$ cat src/rtl/tick_sched_pkg.sv
// Shared types and helpers for the tick scheduler: default build parameters,
// channel-index width helper and the per-channel write command.
package tick_sched_pkg;

   localparam int unsigned PRESCALE_DEF = 250000;
   localparam int unsigned NCH_DEF      = 4;
   localparam int unsigned PERIOD_W_DEF = 8;

   // Channel select width; a single channel still gets a 1-bit select.
   function automatic int unsigned ch_w(input int unsigned n);
      return (n > 1) ? $clog2(n) : 1;
   endfunction

   // Default-build views; parameterised modules derive their own widths.
   typedef logic [ch_w(NCH_DEF)-1:0] ch_t;
   typedef logic [PERIOD_W_DEF-1:0]  period_t;

   typedef struct packed {
      logic    en;
      logic    pend;
      period_t period;
      period_t pend_period;
      period_t cnt;
   } chan_state_t;

   // Decoded config write as seen by one channel.
   typedef enum logic [1:0] {
      CmdNone,
      CmdProg,
      CmdOff
   } cmd_e;

endpackage

$ cat src/rtl/tick_sched_if.sv
// Config write port: valid/ready handshake carrying channel, enable and period.
interface tick_sched_if
   import tick_sched_pkg::*;
#(
   parameter int unsigned NCH      = NCH_DEF,
   parameter int unsigned PERIOD_W = PERIOD_W_DEF
) ();

   localparam int unsigned CFG_CH_W = ch_w(NCH);

   logic                cfg_valid;
   logic                cfg_ready;
   logic [CFG_CH_W-1:0] cfg_ch;
   logic                cfg_en;
   logic [PERIOD_W-1:0] cfg_period;

   modport master (
      output cfg_valid,
      output cfg_ch,
      output cfg_en,
      output cfg_period,
      input  cfg_ready
   );

   modport slave (
      input  cfg_valid,
      input  cfg_ch,
      input  cfg_en,
      input  cfg_period,
      output cfg_ready
   );

endinterface

$ cat src/rtl/tick_chan.sv
// One scheduler channel: down-counts base strobes, reloads on expiry and
// registers a single-cycle enable strobe. Reprogramming an active channel
// is deferred to its next expiry so the running period is never cut short.
module tick_chan
   import tick_sched_pkg::*;
#(
   parameter int unsigned PERIOD_W = PERIOD_W_DEF
) (
   input  logic                fastClk,
   input  logic                rstn,
   input  logic                i_tick,
   input  cmd_e                i_cmd,
   input  logic [PERIOD_W-1:0] i_period,
   output logic                o_pend,
   output logic                o_strobe
);

   typedef struct packed {
      logic                en;
      logic                pend;
      logic [PERIOD_W-1:0] period;
      logic [PERIOD_W-1:0] pend_period;
      logic [PERIOD_W-1:0] cnt;
   } state_t;

   state_t r_st;
   logic   r_strobe;
   logic   w_expire;

   assign w_expire = i_tick & r_st.en & (r_st.cnt == '0);

   // Channel state update: disable wins, then expiry reload, then plain write/count.
   always_ff @(posedge fastClk) begin
      if (!rstn) begin
         r_st     <= '0;
         r_strobe <= 1'b0;
      end else begin
         r_strobe <= w_expire & (i_cmd != CmdOff);
         if (i_cmd == CmdOff) begin
            r_st.en   <= 1'b0;
            r_st.pend <= 1'b0;
            r_st.cnt  <= '0;
         end else if (w_expire) begin
            r_st.pend <= 1'b0;
            if (i_cmd == CmdProg) begin
               // Same-cycle write takes effect for this very reload.
               r_st.period <= i_period;
               r_st.cnt    <= i_period - 1'b1;
            end else if (r_st.pend) begin
               r_st.period <= r_st.pend_period;
               r_st.cnt    <= r_st.pend_period - 1'b1;
            end else begin
               r_st.cnt <= r_st.period - 1'b1;
            end
         end else begin
            if (i_cmd == CmdProg) begin
               if (r_st.en) begin
                  r_st.pend        <= 1'b1;
                  r_st.pend_period <= i_period;
               end else begin
                  r_st.en     <= 1'b1;
                  r_st.period <= i_period;
                  r_st.cnt    <= i_period - 1'b1;
               end
            end
            if (i_tick && r_st.en) begin
               r_st.cnt <= r_st.cnt - 1'b1;
            end
         end
      end
   end

   assign o_pend   = r_st.pend;
   assign o_strobe = r_strobe;

endmodule

$ cat src/rtl/tick_sched.sv
// Shared-prescaler tick scheduler: one fastClk prescaler produces a base
// strobe that drives NCH independently programmable channel counters.
module tick_sched
   import tick_sched_pkg::*;
#(
   parameter int unsigned PRESCALE = PRESCALE_DEF,
   parameter int unsigned NCH      = NCH_DEF,
   parameter int unsigned PERIOD_W = PERIOD_W_DEF
) (
   input  logic           fastClk,
   input  logic           rstn,
   input  logic           i_run,
   tick_sched_if.slave    io_cfg,
   output logic           o_base_tick,
   output logic [NCH-1:0] o_tick_out
);

   localparam int unsigned PRE_W = (PRESCALE > 1) ? $clog2(PRESCALE) : 1;
   localparam logic [PRE_W-1:0] PRE_LAST = PRE_W'(PRESCALE - 1);

   logic [PRE_W-1:0] r_pre;
   logic             r_base_tick;
   logic             w_wrap;
   logic [NCH-1:0]   w_pend;
   logic             w_ch_ok;
   logic             w_dis;
   logic             w_accept;

   assign w_wrap = i_run & (r_pre == PRE_LAST);

   // Prescaler: counts only while running, holds its phase while frozen.
   always_ff @(posedge fastClk) begin
      if (!rstn) begin
         r_pre       <= '0;
         r_base_tick <= 1'b0;
      end else begin
         r_base_tick <= w_wrap;
         if (w_wrap) begin
            r_pre <= '0;
         end else if (i_run) begin
            r_pre <= r_pre + 1'b1;
         end
      end
   end

   assign w_ch_ok  = 32'(io_cfg.cfg_ch) < NCH;
   assign w_dis    = ~io_cfg.cfg_en | (io_cfg.cfg_period == '0);
   // Disables bypass ready; out-of-range channels are accepted and dropped.
   assign w_accept = io_cfg.cfg_valid & (io_cfg.cfg_ready | w_dis) & w_ch_ok;

   // Ready mux: busy only while the addressed channel holds a deferred write.
   always_comb begin
      io_cfg.cfg_ready = 1'b1;
      if (w_ch_ok) begin
         io_cfg.cfg_ready = ~w_pend[io_cfg.cfg_ch];
      end
   end

   for (genvar g = 0; g < NCH; g++) begin : g_chan
      cmd_e w_cmd;

      // Per-channel decode of an accepted write.
      always_comb begin
         w_cmd = CmdNone;
         if (w_accept && (32'(io_cfg.cfg_ch) == g)) begin
            w_cmd = w_dis ? CmdOff : CmdProg;
         end
      end

      tick_chan #(
         .PERIOD_W (PERIOD_W)
      ) u_chan (
         .fastClk  (fastClk),
         .rstn     (rstn),
         .i_tick   (w_wrap),
         .i_cmd    (w_cmd),
         .i_period (io_cfg.cfg_period),
         .o_pend   (w_pend[g]),
         .o_strobe (o_tick_out[g])
      );
   end

   assign o_base_tick = r_base_tick;

endmodule

$ cat src/flat_wrapper.sv
// flat-port wrapper written by rule: the top's interface ports become plain ports
module tick_sched_flat import tick_sched_pkg::*;
#(
   parameter int unsigned PRESCALE = PRESCALE_DEF,
   parameter int unsigned NCH      = NCH_DEF,
   parameter int unsigned PERIOD_W = PERIOD_W_DEF
)
  (fastClk, rstn, i_run, o_base_tick, o_tick_out, io_cfg_cfg_valid, io_cfg_cfg_ch, io_cfg_cfg_en, io_cfg_cfg_period, io_cfg_cfg_ready);
  tick_sched_if #(.NCH(NCH), .PERIOD_W(PERIOD_W)) io_cfg_i ();
  input  logic fastClk;
  input  logic rstn;
  input  logic i_run;
  output logic o_base_tick;
  output logic [NCH-1:0] o_tick_out;
  input wire logic [$bits(io_cfg_i.cfg_valid)-1:0] io_cfg_cfg_valid;
  input wire logic [$bits(io_cfg_i.cfg_ch)-1:0] io_cfg_cfg_ch;
  input wire logic [$bits(io_cfg_i.cfg_en)-1:0] io_cfg_cfg_en;
  input wire logic [$bits(io_cfg_i.cfg_period)-1:0] io_cfg_cfg_period;
  output wire logic [$bits(io_cfg_i.cfg_ready)-1:0] io_cfg_cfg_ready;
  assign io_cfg_i.cfg_valid = io_cfg_cfg_valid;
  assign io_cfg_i.cfg_ch = io_cfg_cfg_ch;
  assign io_cfg_i.cfg_en = io_cfg_cfg_en;
  assign io_cfg_i.cfg_period = io_cfg_cfg_period;
  assign io_cfg_cfg_ready = io_cfg_i.cfg_ready;
  tick_sched #(.PRESCALE(PRESCALE), .NCH(NCH), .PERIOD_W(PERIOD_W)) u_core (.fastClk(fastClk), .rstn(rstn), .i_run(i_run), .io_cfg(io_cfg_i), .o_base_tick(o_base_tick), .o_tick_out(o_tick_out));
endmodule
$ cat config.mk
export PLATFORM = sky130hd
export DESIGN_NAME = tick_sched_flat
export DESIGN_NICKNAME = d
export VERILOG_FILES = /design/src/rtl/tick_sched_pkg.sv /design/src/rtl/tick_sched_if.sv /design/src/rtl/tick_chan.sv /design/src/rtl/tick_sched.sv /design/src/flat_wrapper.sv
export SDC_FILE = /design/constraint.sdc
export NUM_CORES = 1
export LEC_CHECK = 0
export BUFFER_PORTS_ARGS = -buffer_cell sky130_fd_sc_hd__buf_2
export CAP_MARGIN = 20
export CORE_ASPECT_RATIO = 0.5
export CORE_MARGIN = 2
export CORE_UTILIZATION = 60
export CTS_BUF_LIST = sky130_fd_sc_hd__clkbuf_8
export DETAILED_ROUTE_END_ITERATION = 10
export PLACE_DENSITY = 0.83
export SYNTH_ARGS = -nofsm -noshare
export SYNTH_HDL_FRONTEND = slang
export SYNTH_SLANG_ARGS = --single-unit
$ cat constraint.sdc
create_clock -name fastClk -period 3.9 [get_ports fastClk]
set_input_delay 0.975 -clock fastClk [delete_from_list [all_inputs] [get_ports fastClk]]
set_output_delay 0.975 -clock fastClk [all_outputs]
set_load 0.03 [all_outputs]
; ---- Yosys cells after proc, flatten, opt, wreduce, memory -nomap -nowiden
; Cells that the tools add are included.
[word_totals]
word_cells = 198
out_inout_bits = 6
ff_bits = 127
in_bits = 15
[classes]
add_sub_neg = 14
magnitude_cmp = 1
mux = 51
reduce_logical = 55
n_bitwise = 27
n_eq_ne = 24
[op_table]
columns = op, n
row1 = 2-to-1 mux 8 bit, 40
row2 = "subtractor 8 x 1 -> 8 bit, second input constant", 13
row3 = 2-to-1 mux 24 bit, 4
row4 = logical NOT 8 bit, 5
row5 = AND reduction 4 bit, 8
row6 = AND reduction 2 bit, 12
row7 = "adder 18 x 1 -> 18 bit, second input constant", 1
row8 = "equality test 18 bit, second input constant", 1
row9 = nonzero test 2 bit, 8
row10 = bitwise AND 1 bit, 14
row11 = "equality test 2 bit, second input constant", 6
row12 = "inequality test 3 x 1 -> 1 bit, second input constant", 4
row13 = nonzero test 3 bit, 4
row14 = OR reduction 3 bit, 4
row15 = NOT 1 bit, 11
row16 = "equality test 2 x 1 -> 1 bit, second input constant", 5
row17 = 2-to-1 mux 2 bit, 5
row18 = OR reduction 2 bit, 5
row19 = logical AND 1 bit, 8
row20 = "inequality test 2 x 1 -> 1 bit, second input constant", 4
row21 = "inequality test 2 bit, second input constant", 4
row22 = "less-than comparator 2 x 3 -> 1 bit, second input constant", 1
row23 = binary-select mux 1 bit (select 2 bit), 1
row24 = logical NOT 2 bit, 1
row25 = other kinds (2), 3

; ---- Depth between registers and ports, before layout
[logic_depth]
ltp_word = 11
depth_mapped = 11
ltp_nobuf = 8

; ---- By module
; Synthesis repeated with hierarchy kept, for this count alone.
[unflattened]
hier_cells = 1016
area_unflattened_um2 = 8752.1
[by_module_without_submodules]
columns = module, cells_each, seq_area_each_um2, area_each_um2, instances
row1 = tick_chan, 225, 540.5, 1934.4, 4
row2 = tick_sched, 116, 380.4, 1014.7, 1

; ---- Worst setup path before layout
; Ideal clock, no wire load.
[synth_path]
kind = in2reg
start = in io_cfg_cfg_period[0]
end = reg u_core.g_chan[3].u_chan.r_st[10] (netlist bit)
path_stages = 9
n_path_buf = 1
arrival_time_ns = 3.132
setup_ns = 0.116
slack_ns = 0.652
required_ns = 3.784
path_cell_list = clkbuf_1 inv_1 ha_1 nor3b_1 a21oi_1 nand2_1 nor3_2 mux2i_1 nor2b_1
[synth_between]
elab_chain_cells = 9
word_cells_on_any_way = 11
classes_between = eq/ne: 2 / mux: 2 / bitwise: 4 / reduce/logical: 3
[synth_rtl]
columns = item, line_no
row1 = from (decl), flat_wrapper.sv:18  ; input wire logic [$bits(io_cfg_i.cfg_period)-1:0] io_cfg_cfg_period;
row2 = logical NOT 8 bit (*), tick_sched.sv:47  ; assign w_dis = ~io_cfg.cfg_en | (io_cfg.cfg_period == '0);
row3 = OR 1 bit (*), tick_sched.sv:47
row4 = OR 1 bit, tick_sched.sv:49  ; assign w_accept = io_cfg.cfg_valid & (io_cfg.cfg_ready | w_dis) & w_ch_ok;
row5 = bitwise AND 1 bit, tick_sched.sv:49
row6 = logical AND 1 bit, tick_sched.sv:65  ; if (w_accept && (32'(io_cfg.cfg_ch) == g)) begin
row7 = 2-to-1 mux 2 bit (*), tick_sched.sv:65
row8 = equality test 2 bit, tick_chan.sv:39  ; if (i_cmd == CmdOff) begin
row9 = NOT 1 bit (no line), -
row10 = AND reduction 4 bit (no line) (*), -
row11 = to (decl), tick_chan.sv:26  ; state_t r_st;
; Every way passes the cells marked *; elsewhere a longest branch is shown, timed or not.
; A chain may end at the register's enable or synchronous reset.

; ---- Worst setup path after layout
[layout_path]
start = in io_cfg_cfg_period[0]
end = reg u_core.g_chan[1].u_chan.r_st[18] (netlist bit)
[layout_between]
elab_chain_cells = 9
word_cells_on_any_way = 15
classes_between = eq/ne: 2 / mux: 4 / bitwise: 4 / reduce/logical: 5
[layout_rtl]
columns = item, line_no
row1 = logical NOT 8 bit (*), tick_sched.sv:47
row2 = OR 1 bit (*), tick_sched.sv:47
row3 = OR 1 bit, tick_sched.sv:49
row4 = bitwise AND 1 bit, tick_sched.sv:49
row5 = logical AND 1 bit, tick_sched.sv:65
row6 = 2-to-1 mux 2 bit (*), tick_sched.sv:65
row7 = equality test 2 x 1 -> 1 bit / equality test 2 bit (equally long branches), "tick_chan.sv:45, tick_chan.sv:56, tick_chan.sv:39"
row8 = "nonzero test 2 bit (no line), or another cell as far along", -
row9 = AND reduction 4 bit (no line) / 2-to-1 mux 8 bit (equally long branches), -
row10 = to (decl), tick_chan.sv:26
; Marks and branches as above.

==> run metrics <==
CTS H-tree depth=4; Pwr Total=2.981 mW; RSZ-0062 raised after global routing=no; Tot GR Track Use=31.99%; detailed router's first-iteration violation count=858; Routed WL=22,330 µm; family with the most delay on the worst path=simple AND/OR/NAND/NOR gates; post-cts resize count=0; Max-Cap Viols=0; area delta synth->final=7.884%; Vias=7,726; setup_tns=0 ns; Via density=6.672; skew final=0.008572 ns; die area=14,240 µm²; most frequent cells in the layout=127 x dfxtp_1, 87 x nor2_1, 67 x mux2i_1; Max clock buf depth=2; Chip Height=85.40 µm; FF-to-FF path depth=6; initial antenna violation count=0; Max VDD drop=0.0001633 V; Power Density=347.5 nW/µm²; Crit path required time=4.26 ns; status=completed; overflow left after global routing=0; top layer in use=met4; slew margin rel.=26.49%; final-report max-slew violation count=0; CTS tree=done; Root Buffer=clkbuf_8; Hold Violations, Final=0; ant diodes=0; crit path max-delay cell type=or3b_2; Worst R2R Start=u_core.g_chan[0].u_chan.o_pend; Synth cell types=78; final antenna-violating net count=0; Min-Delay Path Class=reg2reg; Initial Utilization=62.08%; fraction of layout cells with a size suffix above 1=9.818%; clock slew at reported path FFs=0.08 ns; CP Capture Type=register; Met3 Wirelength=2426 µm; Leakage=3.113 nW; Core Box Area=12,810 µm²; WHS=0.5017 ns; syn_area_per_cell=8.139 µm²; Tmin final=3.106 ns; Largest stage delay, worst path=0.50 ns; Sink Count=127; routed length on met2=9587 µm; worst slew pin tran=1.099 ns; Finish-stage setup viols=0; crit-path cells=buf_2, inv_1, ha_1, or3b_2, o211a_1, nand2_1, a211o_1, a221oi_1, nor3b_1; Worst Setup Path Type=in2reg; # Post-CTS Setup Buffers=0; Final nets=1,005; Synth Register Bits=127; worst-skew pair later-pin latency=0.44 ns; row count=29; prevailing post-synth register cell=dfxtp_1; Post-synth ARST share=0%; first-pass GRT wire length=36,630 µm; GPL Wtd Cong=0.9354; CP Buf/Inv Count=2; CP arrival=3.47 ns; # port buffers=20; critical path peak fanout=19; drc violations=0; die width=166.8 µm; # fillers=1,066; period utilization=79.65%; CTS Hold Bufs=0; leading cell type in the layout, fill and taps excluded=dfxtp_1; sequential-to-total area share from yosys stat=31.97%; mapped cell area=7951 µm²; Met1 Wirelength=9762 µm; vias in the first global route=7,126; First-pass DRT Iterations=5; Post-synth EDFFs=0; HPWL Detailed=15,220 µm; Post-Syn Instances=977; FF-to-FF setup slack=0.95 ns; wire per inst=19.28 µm; Max Clk Rate=321.9 MHz; largest net degree at the start of global routing=30; I/O pin cnt=21; hold path cells=2; RR Endpoint=u_core.g_chan[0].u_chan.r_st[0]; Yosys warnings=0; CTS Buf Count=17; Hold Crit Endpoint=u_core.g_chan[1].u_chan.r_st[5]; Critical Path Source Type=input pin; syn nets=1,007; hold wc startpoint=u_core.g_chan[1].u_chan.r_st[5]
worst register-to-register path: stages (launching register included):
cell and delay, ns:
dfxtp_1 0.56, nor4b_1 0.68, o211a_1 0.56, nand2_1 0.28, nand2_1 0.34, o21ai_0 0.15, o221a_2 0.27
per-layer routing:
metal,global-route usage (%),up-vias
li1,-,3600
met5,0,-
met2,48.69,444
met1,45.03,3622
met3,6.950,60
met4,11.36,0
cells by family after synthesis:
logic type,count (synthesis),synth area share [%]
DFF,127,31.97
and+or+nand+nor,377,25.52
muxes,71,9.142
buffers and inverters,88,4.579
AOI/OAI and AO/OA,237,19.59
xor gates and xnor gates,62,6.829
adders and majority gates,15,2.360
cell usage after synthesis (6+ instances only):
cell,number,area share (%)
dfxtp_1,127,32
nor2_1,87,4.1
mux2i_1,67,8.4
o21ai_0,63,4.0
clkbuf_1,54,2.5
nand2_1,53,2.5
nor3_1,50,3.1
a21oi_1,46,2.9
nand3_1,45,2.8
nor2b_1,33,2.6
xor2_1,33,3.6
xnor2_1,29,3.2
a31oi_1,25,2.0
inv_1,20,0.94
nor4_1,17,1.3
a211oi_1,15,1.4
ha_1,15,2.4
nor3b_1,15,1.4
or3_1,13,1.0
and3_1,12,0.94
a221oi_1,10,1.1
nand4_1,10,0.79
o211a_1,10,1.3
or4_1,9,0.85
o211ai_1,7,0.66
o31ai_1,7,0.66
o21a_1,6,0.57
sequential cells by signal, summed over array words and instances (netlist names):
signal / cells
u_core.g_chan.u_chan.r_st: 100
u_core.g_chan.u_chan.o_pend: 4
u_core.g_chan.u_chan.o_strobe: 4
u_core.r_pre: 18
u_core.o_base_tick: 1
report_power, final:
part,switching (mW),internal [mW]
combinational,0.272,0.155
sequential,0.0319,1.32
clock,0.545,0.656
total,0.848,2.13
per-stage QoR:
step | worst slack, ns | cell area, µm² | std cells | util [%]
final | 0.7938 | 8578 | 1158 | 66.97
after global routing | 0.6758 | 8578 | 1158 | 66.97
after CTS | 0.8956 | 8573 | 1157 | 66.93
after detailed placement | 0.4468 | 8163 | 1125 | 63.73
after global placement | 0.5530 | 8163 | 1125 | 63.73
after floorplan | 0.6516 | 7951 | 977 | -
layout make-up:
cell class,count,area [µm²],area share [%]
Tap cell,170,212.7,2.480
Timing Repair Buffer,45,285.3,3.326
Sequential cell,127,2542,29.64
Clock inverter,13,148.9,1.736
Multi-Input combinational cell,762,5045,58.81
Clock buffer,19,261.5,3.048
Inverter,22,82.58,0.9627
worst max path at each step:
| stage | startpoint | cells past startpoint | to |
|---|---|---|---|
| finish | io_cfg_cfg_period[0] | 9 | u_core.g_chan[1].u_chan.r_st[18] |
| global route | u_core.g_chan[0].u_chan.o_pend | 6 | u_core.g_chan[0].u_chan.r_st[0] |
| CTS | io_cfg_cfg_period[1] | 9 | u_core.g_chan[1].u_chan.r_st[18] |
| detailed placement | io_cfg_cfg_period[1] | 9 | u_core.g_chan[1].u_chan.r_st[18] |
| global placement | io_cfg_cfg_period[1] | 9 | u_core.g_chan[1].u_chan.r_st[19] |
| floorplan | io_cfg_cfg_period[0] | 9 | u_core.g_chan[3].u_chan.r_st[10] |
No activity file was read; power rests on OpenSTA's default activity.
